File: config.mk
export PLATFORM = sky130hd
export DESIGN_NAME = rle_line_encoder
export DESIGN_NICKNAME = d
export VERILOG_FILES = /design/src/rtl/rle_line_encoder.sv
export SDC_FILE = /design/constraint.sdc
export NUM_CORES = 1
export LEC_CHECK = 0
export CORE_ASPECT_RATIO = 0.7
export CORE_MARGIN = 3
export CORE_UTILIZATION = 40
export CTS_CLUSTER_SIZE = 12
export DETAILED_ROUTE_END_ITERATION = 10
export PLACE_DENSITY = 0.67
export SYNTH_ARGS = -nofsm -noshare
export SYNTH_HDL_FRONTEND = slang
export SYNTH_SLANG_ARGS = --single-unit
export TNS_END_PERCENT = 1
File: constraint.sdc
create_clock -name clk -period 36 [get_ports clk]
set_clock_uncertainty 0.2 [all_clocks]
set_input_delay 10.8 -clock clk [delete_from_list [all_inputs] [get_ports clk]]
set_output_delay 10.8 -clock clk [all_outputs]
set_load 0.03 [all_outputs]
File: src/rtl/rle_line_encoder.sv
// Byte-stream run-length encoder: folds equal consecutive bytes into {count, value} pairs and packs them into lines.
// Optional counters stat_pairs/stat_bytes are built only when RLE_LINE_ENCODER_STATS_EN is defined.
module rle_line_encoder #(
  parameter  int unsigned DATA_WIDTH  = 512,
  parameter  int unsigned COUNT_WIDTH = 8,
  localparam int unsigned PAIR_W      = 8 + COUNT_WIDTH,
  localparam int unsigned PAIRS       = DATA_WIDTH / PAIR_W,
  localparam int unsigned NUM_W       = $clog2(PAIRS + 1)
) (
  input  logic                  clk,
  input  logic                  reset,
  input  logic                  in_valid,
  output logic                  in_ready,
  input  logic [7:0]            in_data,
  input  logic                  in_last,
  output logic                  out_valid,
  input  logic                  out_ready,
  output logic [DATA_WIDTH-1:0] out_data,
  output logic                  out_last,
  output logic [NUM_W-1:0]      out_num_pairs,
  output logic [31:0]           stat_pairs,
  output logic [31:0]           stat_bytes
);

  localparam logic [1:0] S_IDLE = 2'd0;
  localparam logic [1:0] S_RUN  = 2'd1;
  localparam logic [1:0] S_TAIL = 2'd2;

  localparam logic [COUNT_WIDTH-1:0] MAX_CNT = '1;
  localparam logic [NUM_W-1:0]       FULL_N  = NUM_W'(PAIRS);

  logic [1:0]             state;
  logic [1:0]             next_state;
  logic [7:0]             cur_val;
  logic [COUNT_WIDTH-1:0] cur_cnt;
  logic [DATA_WIDTH-1:0]  line_buf;
  logic [DATA_WIDTH-1:0]  buf_next;
  logic [NUM_W-1:0]       n;
  logic [NUM_W-1:0]       n_inc;

  logic accept;
  logic drain;
  logic append;
  logic extend;
  logic open_run;

  assign in_ready = !out_valid && (state != S_TAIL);
  assign accept   = in_valid && in_ready;
  assign drain    = out_valid && out_ready;
  assign n_inc    = n + NUM_W'(1);

  always_comb begin
    next_state = state;
    append     = 1'b0;
    extend     = 1'b0;
    open_run   = 1'b0;
    case (state)
      S_IDLE: begin
        if (accept) begin
          open_run   = 1'b1;
          next_state = in_last ? S_TAIL : S_RUN;
        end
      end
      S_RUN: begin
        if (accept) begin
          if (in_data == cur_val && cur_cnt != MAX_CNT) begin
            extend = 1'b1;
          end else begin
            append   = 1'b1;
            open_run = 1'b1;
          end
          if (in_last) next_state = S_TAIL;
        end
      end
      S_TAIL: begin
        // Waits while a full line is still pending; the tail then starts a fresh line.
        if (!out_valid) begin
          append     = 1'b1;
          next_state = S_IDLE;
        end
      end
      default: next_state = S_IDLE;
    endcase
  end

  always_comb begin
    buf_next = line_buf;
    for (int unsigned k = 0; k < PAIRS; k++) begin
      if (n == NUM_W'(k)) buf_next[k*PAIR_W +: PAIR_W] = {cur_cnt, cur_val};
    end
  end

  always_ff @(posedge clk or posedge reset) begin
    if (reset) begin
      state     <= S_IDLE;
      cur_val   <= '0;
      cur_cnt   <= '0;
      line_buf  <= '0;
      n         <= '0;
      out_valid <= 1'b0;
      out_last  <= 1'b0;
    end else begin
      state <= next_state;

      // Drain and append never coincide: every append path requires out_valid low.
      if (drain) begin
        line_buf  <= '0;
        n         <= '0;
        out_valid <= 1'b0;
        out_last  <= 1'b0;
      end else if (append) begin
        line_buf <= buf_next;
        n        <= n_inc;
        if (state == S_TAIL) begin
          out_valid <= 1'b1;
          out_last  <= 1'b1;
        end else if (n_inc == FULL_N) begin
          out_valid <= 1'b1;
          out_last  <= 1'b0;
        end
      end

      if (open_run) begin
        cur_val <= in_data;
        cur_cnt <= COUNT_WIDTH'(1);
      end else if (extend) begin
        cur_cnt <= cur_cnt + COUNT_WIDTH'(1);
      end
    end
  end

  assign out_data      = line_buf;
  assign out_num_pairs = n;

`ifdef RLE_LINE_ENCODER_STATS_EN
  logic [31:0] pairs_cnt;
  logic [31:0] bytes_cnt;

  always_ff @(posedge clk or posedge reset) begin
    if (reset) begin
      pairs_cnt <= '0;
      bytes_cnt <= '0;
    end else begin
      if (append) pairs_cnt <= pairs_cnt + 32'd1;
      if (accept) bytes_cnt <= bytes_cnt + 32'd1;
    end
  end

  assign stat_pairs = pairs_cnt;
  assign stat_bytes = bytes_cnt;
`else
  assign stat_pairs = '0;
  assign stat_bytes = '0;
`endif

endmodule

==> summary by stage, run 1 <==
Status
The flow ran to the end, and the final reports show no timing, DRC or antenna violations.

Synth
Synthesis produced a netlist whose cell count is 2,010. The register bit total from synthesis is 538. Counting flops with an async set or reset pin after synthesis yields a share of 100%.

After synthesis, the cell types taking the most area are dfrtp_1, mux2i_1, nand2_1. The fraction of synthesized cell area taken by the top area cell type is 57.2%. For this run, the number of Yosys warnings is 0. The cell area that synthesis handed to floorplanning was 23,500 µm². Summed over all instances, the cell type with the most area after synthesis is dfrtp_1. Dividing the synthesized area by the synthesized cell count gives 11.7 µm². For this run, the register share of the synthesized area comes to 57.2%.

The netlist uses 55 different library cells. The dominant register cell in the synthesized netlist is dfrtp_1. The number of enable-type register cells in the synthesized netlist is 0.

Clock network
For the worst-skew pair, the clock arrives at the later sink with an insertion delay of 0.60 ns. Post-CTS repair changed the size of 0 cells. The clock passes through at most 3 buffers. The root cell of the clock tree is clkbuf_16. CTS built an H-tree with a depth of 2. The number of buffers inserted for hold repair after clock tree synthesis is 0.

The tree built by TritonCTS fans out to 538 sinks. TritonCTS built the clock tree. The setup fix buffers added after clock tree synthesis is 0.

The total clock buffers created by CTS is 54. Clock-pin slew was measured on the worst setup and hold paths at 0.06 ns.

Finish
The net count of the finished layout is 2,493. Relative to the synthesized area, the layout overhead comes to 30.3%. The area taken by multi-input logic gates is 9040 µm². Cells with a size suffix above 1 make up 6.69% of the layout. The library cell used most frequently in the layout, excluding fill and tap cells, is dfrtp_1. The area occupied by registers is 13,500 µm². The final standard cell utilization of the core is 53.4%.

The total non-filler cell area in the finished layout is 30,700 µm². The layout has 4,872 filler cells. The top cell types in the final layout, fill and taps aside, are dfrtp_1, nand2_1, clkdlybuf4s50_1.

Timing
In this run the tightest slew margin relative to its limit is 18.4%. The count of pins over their slew limit was 0. Setup repair after global routing left no endpoint under its margin.

For the pin with the worst max-slew slack, the measured transition is 1.22 ns. For the finished layout, the period the worst path requires is 15.01 ns. The aggregate negative setup slack is 0 ns. Based on the critical path, the design can be clocked at up to 66.6 MHz.

Setup violations remaining at the end of the flow were counted as 0. The share of the cycle needed by the critical path after routing is 41.7%. The number of failing hold endpoints at the final stage is 0.

Route
Dividing the detail-routed via count by the number of cells gives 5.14. The vias after detailed routing is 16,683. For this block, the initial DRC count from the detailed router was 1,163.

The first-pass iteration count of the detailed router is 7. The residual antenna-violating net count after detailed routing is 0. Summed over all layers, the routed wires come to 76,100 µm.

Dividing the detail-routed wire length by the instance count gives 23.4 µm. For this run, design rule violations remaining after detail routing come to 0.

Place
The final RePlAce weighted congestion is 0.864. The count of buffers from port buffering is 533. After legalization and detailed placement, the total HPWL measured 49,600 µm.

Once placement finished, the instance area stood at 29,000 µm².

Die
The die is 296 µm wide. The die is 209 µm tall. The row count is 73. In this run the standard cell core region covers 57,500 µm². For this configuration, the core starts out at a cell density of 40.9%. The I/O pin count is 598.

The floorplan step defined a die boundary enclosing 61,800 µm².

Power and ir drop
Summing internal, switching and leakage power gives 0.00189 W. IR analysis of the VDD net gives a maximum drop of 56.9 µV. The leakage power is 16.5 nW. For this design the ratio of total power to cell area is 61.6 nW/µm².

Setup path
The required time at the worst-slack endpoint is 36.41 ns. STA classifies the critical path startpoint as a primary input. The data arrival time of the worst path is 15.41 ns. The worst-path maximum fanout is 139. The worst setup path is captured at an asynchronous set/reset pin. The setup path with the least slack is of type primary input to asynchronous set/reset pin.

Global routing
The maximum number of pins on one net before global-route repair is 221. The leftover overflow at the end of global routing is 0. The via count of the first global-routing pass is 17,368. The first global-routing pass estimated 113,000 µm of wire. The initial antenna violation count is 4. For this run, the total global-route usage over all layers was measured as 24.1%.

Hold path
The path category of the worst min-delay check is flop to flop.

Run
The max-capacitance violation count is 0.
synthesized netlist by cell type, types with 5 or more instances:
cell type and number:
o21ai_0 5, dfrtp_1 538, inv_1 8, nand3_1 7, o21ai_4 10, a211oi_4 7
mux2i_1 515, nand4_2 5, clkbuf_1 112, o21ai_2 7, buf_6 24, nor4_1 7
buf_2 10, nor3_1 17, nor2_1 33, xor2_1 14, ha_1 8, nand2_1 550
buf_4 69, nand4_1 5
per-layer routing:
layer,part of all wire (%),global-route usage [%],wire [µm]
met3,7.7,6.44,5890
met5,0.062,0,47
met4,2.4,6.43,1840
met1,43,32.9,32800
met2,47,38.0,35500
cells by family after synthesis:
family	count (synthesis)	share of synthesized area [%]
buffers and inverters	225	5.58
AOI/OAI and AO/OA	48	2.42
muxes	523	22.3
other	1	0.0159
xor gates and xnor gates	15	0.558
DFF	538	57.2
and+or+nand+nor	652	11.5
adders and majority gates	8	0.425
final timing paths:
check | end | cells past startpoint | start | slack, ns
worst min-delay path | out_data[345] | 2 | out_data[345] | 0.32
max in group clk | out_data[93] | 6 | in_data[5] | 22.30
worst max-delay path | out_data[183] | 6 | reset | 20.99
worst max register to register | out_data[418] | 7 | state[0] | 31.93
min in group asynchronous | out_data[426] | 2 | reset | 10.61
worst min register to register | out_data[345] | 2 | out_data[345] | 0.32
critical path, stage by stage:
cell and delay, ns:
clkdlybuf4s50_1 0.49, inv_8 0.66, buf_4 0.73, buf_4 0.80, buf_4 0.86, buf_4 0.83
metrics by stage:
step	cells	setup slack [ns]	hold WS (ns)
final	3248	20.99	0.322
after global routing	3247	20.30	0.344
after CTS	3247	20.80	0.328
after detailed placement	3166	20.15	0.319
after global placement	3166	20.31	0.312
after floorplan	2073	9.96	0.301
sequential cells by signal, indices dropped and copies added, names as in the netlist:
name / count
out_num_pairs: 6
state: 2
cur_val: 8
cur_cnt: 8
out_valid: 1
out_data: 512
out_last: 1
final cells by class:
cell class              count  share of cell area [%]
flip-flops and latches    538                    43.9
multi-input cells        1310                    29.5
repair buffers            560                    18.1
clock buffers              76                    5.04
well taps                 750                    3.06
clock inverters             5                   0.257
inverters                   8                   0.122
diodes                      1                 0.00816
where the power goes:
group | leakage (nW) | internal, W | total [W] | switching, W
Clock | 0.795 | 0.000303 | 0.000540 | 0.000237
Sequential | 7.44 | 0.000678 | 0.000731 | 0.0000530
Combinational | 8.31 | 0.000191 | 0.000619 | 0.000428
Total | 16.5 | 0.00117 | 0.00189 | 0.000718
(Power assumes the default switching activity.)
==> run 2, diff against run 1 <==
--- a/config.mk
+++ b/config.mk
@@ -10,7 +10,7 @@
 export CORE_UTILIZATION = 40
 export CTS_CLUSTER_SIZE = 12
 export DETAILED_ROUTE_END_ITERATION = 10
-export PLACE_DENSITY = 0.67
+export PLACE_DENSITY = 0.7
 export SYNTH_ARGS = -nofsm -noshare
 export SYNTH_HDL_FRONTEND = slang
 export SYNTH_SLANG_ARGS = --single-unit
==> constraint.sdc (replaced) <==
create_clock -name clk -period 12.71 [get_ports clk]
set_clock_uncertainty 0.2 [all_clocks]
set_input_delay 3.813 -clock clk [delete_from_list [all_inputs] [get_ports clk]]
set_output_delay 3.813 -clock clk [all_outputs]
set_load 0.03 [all_outputs]
==> run 2 against run 1 <==
Compared with the run above:
- worst setup slack got worse by 15 ns
- final cell count decreased by 0.12%
- worst hold slack improved by 0.0013 ns
- total power increased to 2.8 times the previous value
- wire length about the same
- sequential cell count unchanged
==> summary by stage, run 2 (same netlist as run 1, synthesis figures left out) <==
Status
The flow ran to the end, and the final reports show no timing, DRC or antenna violations.

Clock network
Once the clock tree was built, the setup fixing pass inserted 0 buffers. The clock tree from TritonCTS is yes. The depth of the CTS H-tree is 2.

The total clock buffers created by CTS is 53. The buffer depth of the longest clock path is 3. After clock tree synthesis, the clock-pin slew on the worst setup and hold paths is 0.06 ns. Gates resized during post-CTS repair numbered 0. The root cell of the clock tree is clkbuf_16.

Buffers inserted to repair hold after CTS numbered 0. The clock insertion delay at the later pin of the skew report is 0.60 ns. Counting every sink on the clock net gives 538.

Die
The die covers 61,800 µm². The die is 209 µm tall. The die width is 296 µm.

The row count is 73. The core outline area is 57,500 µm². The I/O pin count is 598. For this configuration, the core starts out at a cell density of 40.9%.

Route
The number of DRC violations after detailed-routing iteration 0 is 1,302. The post-route met1 wirelength is 33,500 µm. In the routed design, unresolved DRC markers number 0. The post-detailed-routing wire length is 76,100 µm. Wire segments on met2 add up to 35,100 µm in the final route. The pre-antenna-repair detailed-routing pass consisted of 7 iterations. The vias after detailed routing is 16,751. After detailed routing, the number of vias per cell comes to 5.16. In the final routed layout, each cell accounts on average for 23.5 µm. In the detailed route, the total length drawn on met3 is 5690 µm.

The count of nets left with antenna violations once routing finished came out at 0. The top layer reached by signal wires is met4.

Timing
For the pin with the worst max-slew slack, the measured transition is 1.23 ns. Setup repair after global routing left no endpoint under its margin. The maximum clock frequency is 144 MHz.

After layout, the minimum clock period comes to 6.94 ns. The total of endpoints with negative setup slack in the final report is 0. Summed over all failing endpoints, the final setup total negative slack is 0 ns.

The number of failing hold endpoints at the final stage is 0. The worst-case headroom to the max-slew limit is 17.5%. The count of pins over their slew limit is 0.

The share of the cycle needed by the critical path after routing is 54.6%. Across all setup checks in the final design, the least slack found is 5.77 ns.

Run
The max-capacitance violation count is 0.

Global routing
The first-pass GRT wire length is 113,000 µm. The leftover overflow at the end of global routing is 0. The via count of the first global-routing pass was 17,186. The global router's overall resource usage is 24.2%. The initial antenna violation count is 0. Entering global routing, the biggest net connects 200 pins.

Finish
The final layout contains 2,491 nets. In the layout the commonest cells are dfrtp_1, nand2_1, clkdlybuf4s50_1. The number of antenna diodes in the final layout is 0. The fraction of final layout cells sized beyond drive strength 1 is 6.46%. The number of fill cells is 4,894. The synthesis-to-finish area growth is 30.2%.

The register with the most flip-flops in the layout has 512 of them. The most common cell after layout, fill and taps aside is dfrtp_1.

Setup path
The kind of start point of the critical path is a primary input. The worst register-to-register path has a setup slack of 8.47 ns. The capturing point of the worst reg2reg path is out_data[429]. The worst setup path is of the primary input to flop kind. The required time at the worst-slack endpoint is 13.01 ns. For the worst flop-to-flop path, the logic depth is 7.

The data arrival time of the worst path is 7.24 ns. In this run the worst path has a maximum fanout of 17. The worst register-to-register path begins at state[0]. STA classifies the critical path endpoint as a flop.

Power and ir drop
Dividing total power by cell area gives a power density of 175 nW/µm². The leakage power is 16.5 nW. The worst voltage drop across the vdd grid is 147 µV.

Hold path
For hold timing, the worst endpoint is out_data[376]. The path category of the worst min-delay check is flop to flop. Along the worst hold path, the cell count comes to 2. The startpoint of the worst hold path is out_data[376].

Place
Once detailed placement completed, the half-perimeter wirelength came to 49,100 µm. The final RePlAce weighted congestion is 0.869. The count of buffers from port buffering is 533. The worst setup slack before clock tree synthesis is 5.22 ns.
## run 2: changes by cell type in the layout (fill, tap and decap cells not counted), moves of 2 or more
| cell | previous run | this run |
|---|---|---|
| buf_4 | 26 | 22 |
| clkbuf_8 | 9 | 5 |
| buf_12 | 1 | 4 |
| clkbuf_1 | 12 | 15 |
| clkinvlp_4 | 0 | 2 |
| inv_8 | 2 | 0 |
## run 2: worst max-delay path by stage
stage                           from       endpoint  slack [ns]  cells past startpoint
after floorplan                reset     cur_cnt[0]        1.38                      1
after global routing      in_data[7]  out_data[500]        5.67                      6
after global placement    in_data[7]   out_data[90]        5.25                      6
final                     in_data[7]  out_data[468]        5.77                      6
after detailed placement  in_data[7]  out_data[468]        5.22                      6
after CTS                 in_data[7]  out_data[468]        5.82                      6
## run 2: power by group
group          internal [W]  leakage (nW)  switching [W]
clock network      0.000841         0.764       0.000649
registers           0.00192          7.44       0.000144
logic              0.000548          8.31        0.00125
total               0.00331          16.5        0.00204
## run 2: worst max-delay path, stage by stage
cell,delay (ns)
clkdlybuf4s50_1,0.43
xor2_1,0.20
nor4_4,0.78
a31oi_4,0.62
o21ai_2,1.07
mux2i_1,0.30
## run 2: per-layer routing
| layer | track usage [%] | vias up |
|---|---|---|
| met5 | 0 | - |
| met4 | 6.19 | 0 |
| li1 | - | 7443 |
| met1 | 33.9 | 8645 |
| met2 | 37.4 | 546 |
| met3 | 6.15 | 117 |
## run 2: layout make-up
class                      count  area (µm²)  share of cell area (%)
clock buffer                  74        1480                    4.82
clock inverter                 5         104                   0.339
inverter                       8        33.8                   0.110
multi-input combinational   1310        9040                    29.5
sequential                   538       13500                    43.9
tap                          750         938                    3.06
timing repair buffer         559        5580                    18.2
## run 2: per-stage QoR
step           util [%]  std cells  instance area (µm²)  power (W)  hold slack, ns
6_report           53.3       3244                30600    0.00535           0.323
5_1_grt            53.3       3244                30600    0.00557           0.338
3_5_place_dp       50.6       3165                29100    0.00388           0.311
4_1_cts            53.3       3244                30600    0.00539           0.328
3_3_place_gp       50.6       3165                29100    0.00384           0.313
2_1_floorplan         -       2073                23800    0.00310           0.301
==> run 3, diff against run 2 <==
==> constraint.sdc (replaced) <==
create_clock -name clk -period 6 [get_ports clk]
set_clock_uncertainty 0.2 [all_clocks]
set_input_delay 1.8 -clock clk [delete_from_list [all_inputs] [get_ports clk]]
set_output_delay 1.8 -clock clk [all_outputs]
set_load 0.03 [all_outputs]
==> run 3 against run 2 <==
Compared with the run above:
- total power increased by 110%
- wire length decreased by 1.2%
- clock-buffer cell count decreased by 3
- worst setup slack got worse by 4.2 ns
- via count increased by 0.45%
- critical path type unchanged
- largest cell class unchanged
- largest power group unchanged
- highest routed layer is now met5
==> summary by stage, run 3 (same netlist as run 1, synthesis figures left out) <==
Status
The run finished with clean final reports.

Timing
The pin slew with the least headroom to its limit is 1.20 ns. The share of the cycle needed by the critical path after routing is 73.5%. The routed design could run at a clock period as short as 4.41 ns.

Setup violations remaining at the end of the flow were counted as 0. Setup repair after global routing left no endpoint under its margin. The number of failing hold endpoints at the final stage was 0.

The worst-case headroom to the max-slew limit is 20.0%. Timing would allow up to 227 MHz. The count of pins over their slew limit is 0.

Power and ir drop
The net switching share of the total power is 38.4%. The internal power of the cells totals 0.00685 W. Of the total power, registers draw 39.2%.

The power density over cell area is 363 nW/µm². Summed over all nets, the switching power comes to 0.00427 W. The clock network burns 26.8% of the power. The share of total power dissipated in combinational logic is 34.0%.

The leakage power is 16.5 nW. Across the VDD grid, the largest voltage drop is 280 µV.

Clock network
The setup fix buffers added after clock tree synthesis is 0. The total clock buffers created by CTS is 52. The tree built by TritonCTS fans out to 538 sinks.

No sink is reached through more buffers than the 3 on the longest clock path. After clock tree synthesis, the repair step resized 0 gates. CTS placed an instance of clkbuf_16 at the clock tree root.

The number of buffers inserted for hold repair after clock tree synthesis is 0. The later pin in the worst-skew pair is clocked with a latency of 0.59 ns. The H-tree was split into 2 levels. The CTS clock-pin slew for the worst setup and hold paths is 0.06 ns. TritonCTS built the clock tree.

Route
For this run, design rule violations remaining after detail routing come to 0. After detailed routing, the number of vias per cell comes to 5.17. The detailed router placed 16,827 vias in this run. The first-pass iteration count of the detailed router is 5. The first routing iteration left 1,100 violations. The per-cell routed wire length is 23.1 µm.

The post-detailed-routing wire length is 75,200 µm. The residual antenna-violating net count after detailed routing is 0.

Run
The max-capacitance violation count is 0.

Global routing
The leftover overflow at the end of global routing is 0. The via count of the first global-routing pass is 16,920. The first-pass GRT wire length is 111,000 µm. The initial antenna violation count was 1. The maximum number of pins on one net before global-route repair is 200. Across every metal layer, demand over resource in global routing totals 23.7%.

Setup path
At the worst endpoint, the arrival time is 4.69 ns. The category of the worst setup path capture point is a flop. In this run the worst path has a maximum fanout of 16. At the worst endpoint, the required time is 6.28 ns. The worst setup path is of the primary input to flop kind. The worst setup path is launched from a primary input.

Place
The placed standard-cell area is 29,200 µm². The congestion estimate from routability-driven global placement came to 0.867. The detailed placer's ending HPWL is 48,500 µm. The count of buffers from port buffering is 533.

Finish
The total non-filler cell area in the finished layout is 30,600 µm². The number of antenna cells inserted is 0. The final net count is 2,504. The layout has 4,867 filler cells. The register with the most flip-flops in the layout has 512 of them.

Relative to the synthesized area, the layout overhead comes to 30.1%. At the end of the flow the core is filled with cells to 53.3%. In the layout the commonest cells are dfrtp_1, nand2_1, clkdlybuf4s50_1. The most common cell after layout, fill and taps aside is dfrtp_1.

The fraction of final layout cells sized beyond drive strength 1 is 6.79%.

Die
The die extent in y is 209 µm. The initial utilization of the core area, before any placement, comes to 40.9%. The I/O pin count is 598. From left edge to right edge, the die measures 296 µm.

The row count is 73. The full die area is 61,800 µm². The core outline area is 57,500 µm².

Hold path
The path category of the worst min-delay check is flop to flop.
-- run 3: layout make-up --
cell class | count | area [µm²] | share of cell area [%]
clock inverter | 3 | 30.0 | 0.0981
multi-input combinational | 1310 | 9040 | 29.5
timing repair buffer | 573 | 5700 | 18.6
clock buffer | 71 | 1410 | 4.61
sequential | 538 | 13500 | 44.0
tap | 750 | 938 | 3.06
inverter | 8 | 33.8 | 0.110
-- run 3: worst max-delay path, stage by stage --
cell             delay, ns
clkdlybuf4s50_1       0.48
xor2_1                0.20
nor4_4                0.52
buf_4                 0.27
a31oi_4               0.37
o21ai_4               0.74
mux2i_1               0.28
-- run 3: through the flow --
step                      setup TNS (ns)  setup WS [ns]  hold WS, ns  power (W)  instances
after floorplan                 -1784.01          -3.32        0.301    0.00657       2073
after global placement                 0           1.04        0.313    0.00811       3179
after detailed placement               0          0.967        0.319    0.00819       3179
after CTS                              0           1.60        0.327     0.0112       3253
after global routing                   0           1.46        0.337     0.0116       3253
final                                  0           1.59        0.323     0.0111       3253
-- run 3: per-layer routing --
layer  part of all wire (%)  track usage, %
met5                  0.023               0
met4                    1.9            5.03
met3                    7.6            5.82
met2                     47            37.4
met1                     44            33.4
-- run 3: worst paths after layout --
path	from	to	slack, ns	cells past startpoint
max in group asynchronous	reset	out_data[288]	2.92	3
min in group asynchronous	reset	out_data[469]	1.42	2
setup reg to reg	state[0]	out_data[422]	2.40	8
hold / removal	out_data[96]	out_data[96]	0.32	2
hold reg to reg	out_data[96]	out_data[96]	0.32	2
setup / recovery	in_data[5]	out_data[124]	1.59	7
-- run 3: power groups by stage --
stage	combinational, W	sequential [W]	clock (W)
2_1_floorplan	0.00139	0.00517	0
3_3_place_gp	0.00371	0.00440	0
3_5_place_dp	0.00376	0.00442	0
4_1_cts	0.00378	0.00436	0.00305
5_1_grt	0.00397	0.00442	0.00319
6_report	0.00378	0.00437	0.00298
